## config.mk

```make
export PLATFORM = sky130hd
export DESIGN_NAME = pwm_timer_ctrl_flat
export DESIGN_NICKNAME = d
export VERILOG_FILES = /design/src/rtl/pwm_pkg.sv /design/src/rtl/pwm_timer_ctrl_if.sv /design/src/rtl/pwm_prescaler.sv /design/src/rtl/pwm_timer_ctrl.sv /design/src/flat_wrapper.sv
export SDC_FILE = /design/constraint.sdc
export NUM_CORES = 1
export LEC_CHECK = 0
export ABC_AREA = 1
export ABC_CLOCK_PERIOD_IN_PS = 2100
export BUFFER_PORTS_ARGS = -buffer_cell sky130_fd_sc_hd__buf_4
export CAP_MARGIN = 40
export CORE_ASPECT_RATIO = 0.9
export CORE_MARGIN = 2
export CORE_UTILIZATION = 32
export CTS_CLUSTER_DIAMETER = 150
export DETAILED_ROUTE_END_ITERATION = 10
export GPL_TIMING_DRIVEN = 0
export SKIP_CTS_REPAIR_TIMING = 1
export SLEW_MARGIN = 20
export SYNTH_ARGS = -nofsm -noshare
export SYNTH_HDL_FRONTEND = slang
export SYNTH_SLANG_ARGS = --single-unit
```

## constraint.sdc

```tcl
create_clock -name clk -period 2.1 [get_ports clk]
set_input_delay 0.42 -clock clk [delete_from_list [all_inputs] [get_ports clk]]
set_output_delay 0.42 -clock clk [all_outputs]
set_load 0.02 [all_outputs]
```

## src/rtl/pwm_pkg.sv

```systemverilog
// Shared definitions for the PWM timer controller: register map, CTRL bits, FSM states.
// The DONE state only exists when PWM_TIMER_ONESHOT_EN is defined.
package pwm_pkg;

    localparam logic [2:0] ADDR_CTRL      = 3'd0;
    localparam logic [2:0] ADDR_PERIOD    = 3'd1;
    localparam logic [2:0] ADDR_PRESCALE  = 3'd2;
    localparam logic [2:0] ADDR_FUNCTIONS = 3'd3;
    localparam logic [2:0] ADDR_COMPARE1  = 3'd4;
    localparam logic [2:0] ADDR_COMPARE2  = 3'd5;
    localparam logic [2:0] ADDR_STATUS    = 3'd6;

    localparam int CTRL_EN      = 0;
    localparam int CTRL_CLR     = 1;
    localparam int CTRL_ONESHOT = 2;
    localparam int STATUS_WRAP  = 0;

    // functions[1:0] alignment encodings consumed by the PWM generator
    localparam logic [1:0] FUNC_LEFT      = 2'b00;
    localparam logic [1:0] FUNC_RIGHT     = 2'b01;
    localparam logic [1:0] FUNC_UNALIGNED = 2'b10;

    typedef enum logic [1:0] {
        ST_IDLE = 2'd0,
`ifdef PWM_TIMER_ONESHOT_EN
        ST_DONE = 2'd2,
`endif
        ST_RUN  = 2'd1
    } pwm_state_e;

endpackage

```

## src/rtl/pwm_timer_ctrl_if.sv

```systemverilog
// Register bus between a host and the PWM timer controller.
interface pwm_timer_ctrl_if;
    logic        wr_en;
    logic [2:0]  addr;
    logic [15:0] wr_data;
    logic        rd_en;
    logic [15:0] rd_data;

    modport master (output wr_en, addr, wr_data, rd_en, input rd_data);
    modport slave  (input wr_en, addr, wr_data, rd_en, output rd_data);
endinterface

```

## src/rtl/pwm_prescaler.sv

```systemverilog
// Prescaler: counts 0..prescale while enabled and flags a tick on the terminal value.
module pwm_prescaler #(
    parameter int PSC_W = 8
) (
    input  logic             clk,
    input  logic             rst_n,
    input  logic [PSC_W-1:0] prescale,
    input  logic             en,
    input  logic             clr,
    output logic             tick
);
    logic [PSC_W-1:0] cnt;

    assign tick = en && !clr && (cnt == prescale);

    // cnt above a freshly lowered prescale restarts without producing a tick
    always_ff @(posedge clk or negedge rst_n) begin
        if (!rst_n)
            cnt <= '0;
        else if (!en || clr || cnt >= prescale)
            cnt <= '0;
        else
            cnt <= cnt + 1'b1;
    end
endmodule

```

## src/rtl/pwm_timer_ctrl.sv

```systemverilog
// PWM timer controller: register file, staging/active shadow registers, period counter, FSM.
// Defining PWM_TIMER_ONESHOT_EN adds CTRL.ONESHOT and the DONE state.
module pwm_timer_ctrl
    import pwm_pkg::*;
#(
    parameter int PSC_W = 8
) (
    input  logic            clk,
    input  logic            rst_n,
    pwm_timer_ctrl_if.slave bus,
    output logic            pwm_en,
    output logic [15:0]     period,
    output logic [7:0]      functions,
    output logic [15:0]     compare1,
    output logic [15:0]     compare2,
    output logic [15:0]     count_val,
    output logic            wrap_irq
);
    // state | meaning
    // IDLE  | stopped; active regs follow staging every cycle
    // RUN   | counting; active regs reload from staging on wrap
    // DONE  | one-shot finished; counter held at 0 until EN is rewritten
    pwm_state_e state, state_nxt;

    logic             ctrl_en, ctrl_oneshot, wrap_sticky;
    logic [PSC_W-1:0] prescale;
    logic [15:0]      period_stg, period_nxt, cmp1_stg, cmp1_nxt, cmp2_stg, cmp2_nxt;
    logic [7:0]       func_stg, func_nxt;
    logic [15:0]      rd_q, rd_mux;
    logic             wr_ctrl, en_set, en_clr, clr_req, psc_clr, tick, wrap, copy_act;

    assign wr_ctrl  = bus.wr_en && (bus.addr == ADDR_CTRL);
    assign en_set   = wr_ctrl && bus.wr_data[CTRL_EN];
    assign en_clr   = wr_ctrl && !bus.wr_data[CTRL_EN];
    assign clr_req  = wr_ctrl && bus.wr_data[CTRL_CLR];
    assign psc_clr  = en_clr || clr_req;
    assign wrap     = tick && (count_val >= period);
    assign copy_act = (state == ST_IDLE) || wrap;
    assign bus.rd_data = rd_q;

    pwm_prescaler #(.PSC_W(PSC_W)) u_prescaler (
        .clk      (clk),
        .rst_n    (rst_n),
        .prescale (prescale),
        .en       (state == ST_RUN),
        .clr      (psc_clr),
        .tick     (tick)
    );

    // staging values including this cycle's write, so a write coincident with a wrap lands in active
    always_comb begin
        period_nxt = period_stg;
        func_nxt   = func_stg;
        cmp1_nxt   = cmp1_stg;
        cmp2_nxt   = cmp2_stg;
        if (bus.wr_en) begin
            case (bus.addr)
                ADDR_PERIOD:    period_nxt = bus.wr_data;
                ADDR_FUNCTIONS: func_nxt   = bus.wr_data[7:0];
                ADDR_COMPARE1:  cmp1_nxt   = bus.wr_data;
                ADDR_COMPARE2:  cmp2_nxt   = bus.wr_data;
                default: ;
            endcase
        end
    end

    always_comb begin
        state_nxt = state;
        case (state)
            ST_IDLE: if (en_set) state_nxt = ST_RUN;
            ST_RUN: begin
                if (en_clr)
                    state_nxt = ST_IDLE;
`ifdef PWM_TIMER_ONESHOT_EN
                else if (wrap && ctrl_oneshot)
                    state_nxt = ST_DONE;
`endif
            end
`ifdef PWM_TIMER_ONESHOT_EN
            ST_DONE: if (en_clr) state_nxt = ST_IDLE;
`endif
            default: state_nxt = ST_IDLE;
        endcase
    end

    always_comb begin
        rd_mux = '0;
        case (bus.addr)
            ADDR_CTRL: begin
                rd_mux[CTRL_EN]      = ctrl_en;
                rd_mux[CTRL_ONESHOT] = ctrl_oneshot;
            end
            ADDR_PERIOD:    rd_mux = period_stg;
            ADDR_PRESCALE:  rd_mux = 16'(prescale);
            ADDR_FUNCTIONS: rd_mux = {8'd0, func_stg};
            ADDR_COMPARE1:  rd_mux = cmp1_stg;
            ADDR_COMPARE2:  rd_mux = cmp2_stg;
            ADDR_STATUS:    rd_mux[STATUS_WRAP] = wrap_sticky;
            default:        rd_mux = '0;
        endcase
    end

`ifdef PWM_TIMER_ONESHOT_EN
    always_ff @(posedge clk or negedge rst_n) begin
        if (!rst_n)
            ctrl_oneshot <= 1'b0;
        else if (wr_ctrl)
            ctrl_oneshot <= bus.wr_data[CTRL_ONESHOT];
    end
`else
    assign ctrl_oneshot = 1'b0;
`endif

    always_ff @(posedge clk or negedge rst_n) begin
        if (!rst_n) begin
            state       <= ST_IDLE;
            pwm_en      <= 1'b0;
            wrap_irq    <= 1'b0;
            ctrl_en     <= 1'b0;
            wrap_sticky <= 1'b0;
            prescale    <= '0;
            period_stg  <= '0;
            func_stg    <= '0;
            cmp1_stg    <= '0;
            cmp2_stg    <= '0;
            period      <= '0;
            functions   <= '0;
            compare1    <= '0;
            compare2    <= '0;
            count_val   <= '0;
            rd_q        <= '0;
        end else begin
            state      <= state_nxt;
            pwm_en     <= (state_nxt == ST_RUN);
            wrap_irq   <= wrap;
            period_stg <= period_nxt;
            func_stg   <= func_nxt;
            cmp1_stg   <= cmp1_nxt;
            cmp2_stg   <= cmp2_nxt;
            if (wr_ctrl)
                ctrl_en <= bus.wr_data[CTRL_EN];
            if (bus.wr_en && bus.addr == ADDR_PRESCALE)
                prescale <= bus.wr_data[PSC_W-1:0];
            if (copy_act) begin
                period    <= period_nxt;
                functions <= func_nxt;
                compare1  <= cmp1_nxt;
                compare2  <= cmp2_nxt;
            end
            if (state != ST_RUN || psc_clr || wrap)
                count_val <= '0;
            else if (tick)
                count_val <= count_val + 16'd1;
            // a wrap in the same cycle as a clear request wins
            if (wrap)
                wrap_sticky <= 1'b1;
            else if (bus.wr_en && bus.addr == ADDR_STATUS && bus.wr_data[STATUS_WRAP])
                wrap_sticky <= 1'b0;
            if (bus.rd_en)
                rd_q <= rd_mux;
        end
    end
endmodule

```

## src/flat_wrapper.sv

```systemverilog
// flat-port wrapper written by rule: the top's interface ports become plain ports
module pwm_timer_ctrl_flat import pwm_pkg::*;
#(
    parameter int PSC_W = 8
)
  (clk, rst_n, pwm_en, period, functions, compare1, compare2, count_val, wrap_irq, bus_wr_en, bus_addr, bus_wr_data, bus_rd_en, bus_rd_data);
  pwm_timer_ctrl_if bus_i ();
  input  logic clk;
  input  logic rst_n;
  output logic pwm_en;
  output logic [15:0] period;
  output logic [7:0] functions;
  output logic [15:0] compare1;
  output logic [15:0] compare2;
  output logic [15:0] count_val;
  output logic wrap_irq;
  input wire logic [$bits(bus_i.wr_en)-1:0] bus_wr_en;
  input wire logic [$bits(bus_i.addr)-1:0] bus_addr;
  input wire logic [$bits(bus_i.wr_data)-1:0] bus_wr_data;
  input wire logic [$bits(bus_i.rd_en)-1:0] bus_rd_en;
  output wire logic [$bits(bus_i.rd_data)-1:0] bus_rd_data;
  assign bus_i.wr_en = bus_wr_en;
  assign bus_i.addr = bus_addr;
  assign bus_i.wr_data = bus_wr_data;
  assign bus_i.rd_en = bus_rd_en;
  assign bus_rd_data = bus_i.rd_data;
  pwm_timer_ctrl #(.PSC_W(PSC_W)) u_core (.clk(clk), .rst_n(rst_n), .bus(bus_i), .pwm_en(pwm_en), .period(period), .functions(functions), .compare1(compare1), .compare2(compare2), .count_val(count_val), .wrap_irq(wrap_irq));
endmodule
```

# ---- Word-level counts from Yosys, hierarchy flattened
# Index checks and enable logic that the tools add are counted.
dict set report classes {
  addsub 2
  mul 0
  div_mod_pow 0
  n_lt_le_gt_ge 2
  n_eq_ne 10
  shifts 0
  muxes 20
  bitwise_logic 0
  n_reduce_logical 23
}
# operator count
set ops {}
lappend ops {{$mux W16} 8}
lappend ops {{$pmux W13 S5} 1}
lappend ops {{$mux W8} 3}
lappend ops {{$add A16 B1 Y16 const B} 1}
lappend ops {{$ge A16 B16 Y1} 1}
lappend ops {{$logic_and A1 B1 Y1} 10}
lappend ops {{$pmux W1 S5} 2}
lappend ops {{$eq A3 B3 Y1 const B} 3}
lappend ops {{$add A8 B1 Y8 const B} 1}
lappend ops {{$eq A8 B8 Y1} 1}
lappend ops {{$ge A8 B8 Y1} 1}
lappend ops {{$pmux W1 S7} 1}
lappend ops {{$eq A3 B2 Y1 const B} 2}
lappend ops {{$logic_or A1 B1 Y1} 6}
lappend ops {{$eq A2 B1 Y1 const B} 2}
lappend ops {{$mux W2} 2}
lappend ops {{$pmux W2 S2} 1}
lappend ops {{$reduce_bool A2 Y1} 2}
lappend ops {{$eq A3 B1 Y1 const B} 1}
lappend ops {{$logic_not A1 Y1} 3}
lappend ops {{$logic_not A3 Y1} 1}
lappend ops {{$logic_not A2 Y1} 1}
lappend ops {{$mux W1} 2}
lappend ops {{$ne A2 B1 Y1 const B} 1}
dict set report totals {
  ff_bits 166
  latch_bits 0
  ramBits 0
  romBits 0
  inputBits 23
  mem_count 0
}

# ---- Logic depth before layout (Yosys ltp)
dict set report depth {
  depth_word 10
  depth_mapped 17
  depth_no_buf 15
}

# ---- Modules after synthesis
# From an unflattened synthesis, not the netlist that was laid out.
dict set report unflattened {
  cells_unflattened 932
  area_unflattened_um2 7828.8
}
# mod instances cells_per_inst area_per_inst_um2 seq_area_each_um2
set modules_own_cells {}
lappend modules_own_cells {pwm_timer_ctrl 1 844 7183.1 3953.8}
lappend modules_own_cells {pwm_prescaler 1 88 645.6 200.2}

# ---- Worst setup path before layout
# No wires, ideal clock.
dict set report synth_timing {
  path_kind {register to register}
  start {register u_core.period[11]}
  end {register u_core.functions[5]}
  arrival_ps 1798
  t_required_ps 1983
  slack_ps 185
  path_stages_with_launch 13
  synth_period_minus_slack_ps 1915
  path_cell_list {dfrtp_1 -> inv_1 -> ha_1 -> a21oi_1 -> o21ai_0 -> a21oi_1 -> nand2_1 -> nand2_4 -> nand2_1 -> buf_6 -> buf_4 -> nand2_1 -> nand2_1}
}
dict set report synth_between {
  elab_chain_cells 3
}
# item line
set synth_lines {}
lappend synth_lines {{start, declared} pwm_timer_ctrl.sv:12} ;# output logic [15:0] period,
lappend synth_lines {{start signal, assigned} pwm_timer_ctrl.sv:145} ;# period <= period_nxt;
lappend synth_lines {{$ge A16 B16 Y1} pwm_timer_ctrl.sv:37} ;# assign wrap = tick && (count_val >= period);
lappend synth_lines {{$logic_and A1 B1 Y1} pwm_timer_ctrl.sv:37}
lappend synth_lines {{$logic_or A1 B1 Y1} pwm_timer_ctrl.sv:38} ;# assign copy_act = (state == ST_IDLE) || wrap;
lappend synth_lines {{end signal, assigned} pwm_timer_ctrl.sv:146} ;# functions <= func_nxt;
lappend synth_lines {{end, declared} pwm_timer_ctrl.sv:13} ;# output logic [7:0] functions,
# Every way passes these cells.
# A chain may end at the register's enable or synchronous reset.

# ---- Worst setup path in the final report
dict set report layout_timing {
  start {register u_core.period[6]}
  end {register u_core.period[4]}
}
dict set report layout_between {
  elab_chain_cells 3
}
# item line
set layout_lines {}
lappend layout_lines {{$ge A16 B16 Y1} pwm_timer_ctrl.sv:37}
lappend layout_lines {{$logic_and A1 B1 Y1} pwm_timer_ctrl.sv:37}
lappend layout_lines {{$logic_or A1 B1 Y1} pwm_timer_ctrl.sv:38}
# Every way passes these cells.

==> key figures <==
Setup path
  – Cell depth of the worst flop-to-flop path: 16
  – CP peak stage delay: 410 ps
  – Crit path top cell by count: nand2_1
  – R2R Path Start: u_core.period[6]
  – Reg2reg setup slack: 30 ps
  – Crit path arrival time: 2390 ps
  – Crit Reg-Reg Endpoint: u_core.period[4]
  – Crit Path Class: register to register
  – CP delay by family, top: simple AND/OR/NAND/NOR gates
  – Critical Path End: u_core.period[4]
  – CP Launch Type: register
  – Slowest-stage cell, CP: dfrtp_1
  – Setup crit start: u_core.period[6]
  – CP Depth: 16
  – Crit path capture type: register
  – CP Cell Sequence: inv_1 > ha_1 > nand2_1 > inv_2 > nand2_1 > nand2_1 > nor2_1 > nand2_1 > nand2_2 > nand2_2 > nand2_4 > nand2_4 > buf_12 > buf_12 > nand2_1 > nand2_1
  – Max FO, Critical Path: 10
  – WP buf/inv: 4
  – CP Data Required Time: 2420 ps

STA
  – Worst slew margin: 62.5%
  – Final Hold Violating Endpoints: 0
  – Slew Limit Fails: 0
  – RSZ-0062 raised after global routing: yes
  – Worst setup margin: 29.9 ps
  – Final min period: 2070 ps
  – Clock skew: 11.4 ps
  – Worst-Margin Slew: 563 ps
  – Setup Total Neg Slack: 0 ps
  – Final Cycle Share: 98.6%
  – Final setup fails: 0
  – Maximum clock rate: 0.483 GHz

Floorplanning
  – Die X: 167 microns
  – Site Rows: 53
  – Die Area: 25200 sq um
  – # IOs: 113
  – Die height: 151 microns
  – Core area: 23400 sq um
  – Initial core utilization: 32.7%

Synthesis
  – Seq/Total Area, Yosys: 54.2%
  – FF+latch count, synth: 166
  – Synth warn: 0
  – Largest area contributor in the netlist: dfrtp_1
  – Top cells by area, synth: dfrtp_1, nand2_1, nand3_1
  – Cells after Synth: 900
  – Syn_area_per_cell: 8.51 sq um
  – Count of cell types in the netlist: 37
  – Synth Cell Area: 7660 sq um
  – Synth Net Count: 949
  – Synth top area share: 54.2%

Status
  – Outcome: complete, no violations

Finish
  – Ant. Diodes: 0
  – Share of cells above drive strength 1: 23.7%
  – Final instance area: 9940 sq um
  – Area Overhead vs Synth: 29.8%
  – Commonest non-fill, non-tap cells in the layout: nand2_1, dfrtp_1, buf_4
  – Fill count: 2333
  – Fin nets: 1106
  – Leading cell type in the layout, fill and taps excluded: nand2_1

Job
  – Max_cap viols: 0

GRT
  – Global-route met1 utilization: 25.3%
  – Vias in the first global route: 6359
  – Initial antenna violation count: 0
  – Met3 usage: 4.13%
  – GR Util met2: 27.6%
  – Largest net degree at the start of global routing: 96
  – First-pass GRT wire length: 34900 microns
  – All-Layer GR Usage: 18.0%
  – Grt total ovfl: 0
  – GRT Max-Usage Layer: met2

Clocking
  – CTS Root Cell: clkbuf_16
  – Num CTS Buffers: 17
  – Number of H-tree levels: 4
  – Clock Latency Late Sink: 430 ps
  – Max Root-Sink Buffers: 2
  – TritonCTS clock tree: yes
  – CTS clk-pin slew, worst paths: 70 ps
  – Clk sink count: 166

Place
  – Placed Area: 8900 sq um
  – Port-buffer cells: 110
  – GP Congestion: 0.842
  – Setup WS pre-CTS: -195 ps
  – Dpl hpwl: 16300 microns

Drt
  – WL final: 22600 microns
  – Routed vias/inst: 4.81
  – DR WL/cell: 16.4 microns
  – DRC Markers: 0
  – Final antenna-violating net count: 0
  – DRT Pass-1 Iters: 5
  – DR iter-0 viols: 441
  – DR vias: 6594

Power and ir drop
  – Net Sw Frac: 32.7%
  – Switching power total: 0.00295 W
  – Reg power frac: 44.6%
  – Worst VDD drop: 0.425 mV
  – Power per Cell Area: 908 nW/um^2
  – Logic pwr share: 22.1%
  – Leak: 5.12 nW
  – Pint: 0.00608 W
  – Clock power share: 33.3%
  – Power, Total: 0.00902 W

Min path
  – Tightest Hold Check Type: primary input to register
[state kept, by name, indices dropped and copies added, names as in the netlist, 16 cells and up]
name                count
u_core.bus.rd_data     16
u_core.cmp1_stg        16
u_core.cmp2_stg        16
u_core.compare1        16
u_core.compare2        16
u_core.count_val       16
u_core.period          16
u_core.period_stg      16
[power by group through the flow]
stage / clock [W] / combinational [W] / sequential (W)
floorplan: 0 / 0.000737 / 0.00428
global placement: 0 / 0.00176 / 0.00408
detailed placement: 0 / 0.00179 / 0.00408
CTS: 0.00304 / 0.00180 / 0.00403
global route: 0.00320 / 0.00222 / 0.00408
finish: 0.00300 / 0.00199 / 0.00403
[worst min path at each step]
stage                                endpoint  cells after the start                from
finish                  u_core.bus.rd_data[1]                      3           bus_rd_en
global route            u_core.bus.rd_data[1]                      3           bus_rd_en
CTS                 u_core.u_prescaler.cnt[5]                      1               rst_n
detailed placement  u_core.u_prescaler.cnt[5]                      1               rst_n
global placement           u_core.prescale[4]                      2  u_core.prescale[4]
floorplan               u_core.bus.rd_data[0]                      0               rst_n
[synth_stat cells (all sizes together)]
library cell,instances
clkinv,1
clkbuf,21
ha,26
nand3b,1
buf,21
o21ai,78
inv,86
nor3b,3
and3,1
conb,1
dfrtp,166
nand4,12
a31oi,12
or2,1
a21o,8
o21a,1
a22oi,4
xor2,10
nand3,72
a41oi,4
o2111ai,1
o31ai,2
nand2,297
nor3,5
nor4,1
a21oi,17
nor2,48
[metrics by stage]
step	util [%]	hold WS, ps	instances
6_report	42.5	324	1372
5_1_grt	42.5	327	1372
4_1_cts	40.4	-37.2	1345
3_5_place_dp	38.0	425	1313
3_3_place_gp	37.9	470	1312
2_1_floorplan	-	124	900
[area by class of cell]
class	count	area (sq um)	share of cell area, %
flip-flops and latches	166	4160	41.9
multi-input cells	605	3130	31.4
repair buffers	138	1110	11.2
clock buffers	19	443	4.46
well taps	302	378	3.80
inverters	87	327	3.29
plain buffers	42	278	2.79
clock inverters	13	114	1.15
[layer usage]
layer	vias to the layer above	wire length (microns)
met1	3140	10500
met5	-	0
met2	199	10300
met3	34	1260
met4	0	476
li1	3221	-
[cells by family after synthesis]
group                    Yosys count  share of synthesized area, %
AO/OA/AOI/OAI                    127                          9.28
adder cells (fa/ha/maj)           26                          4.25
XOR/XNOR                          10                          1.14
buffers and inverters            129                          7.08
other                              1                        0.0490
flip-flops                       166                          54.2
AND/OR/NAND/NOR                  441                          24.0
[worst reg2reg max path: cells and delay by family (launching register included)]
family	cells	cell delay [ps]
DFF	1	410
buffers and inverters	4	410
adders and majority gates	1	270
and+or+nand+nor	11	890
Power figures use the tool's default switching activity.
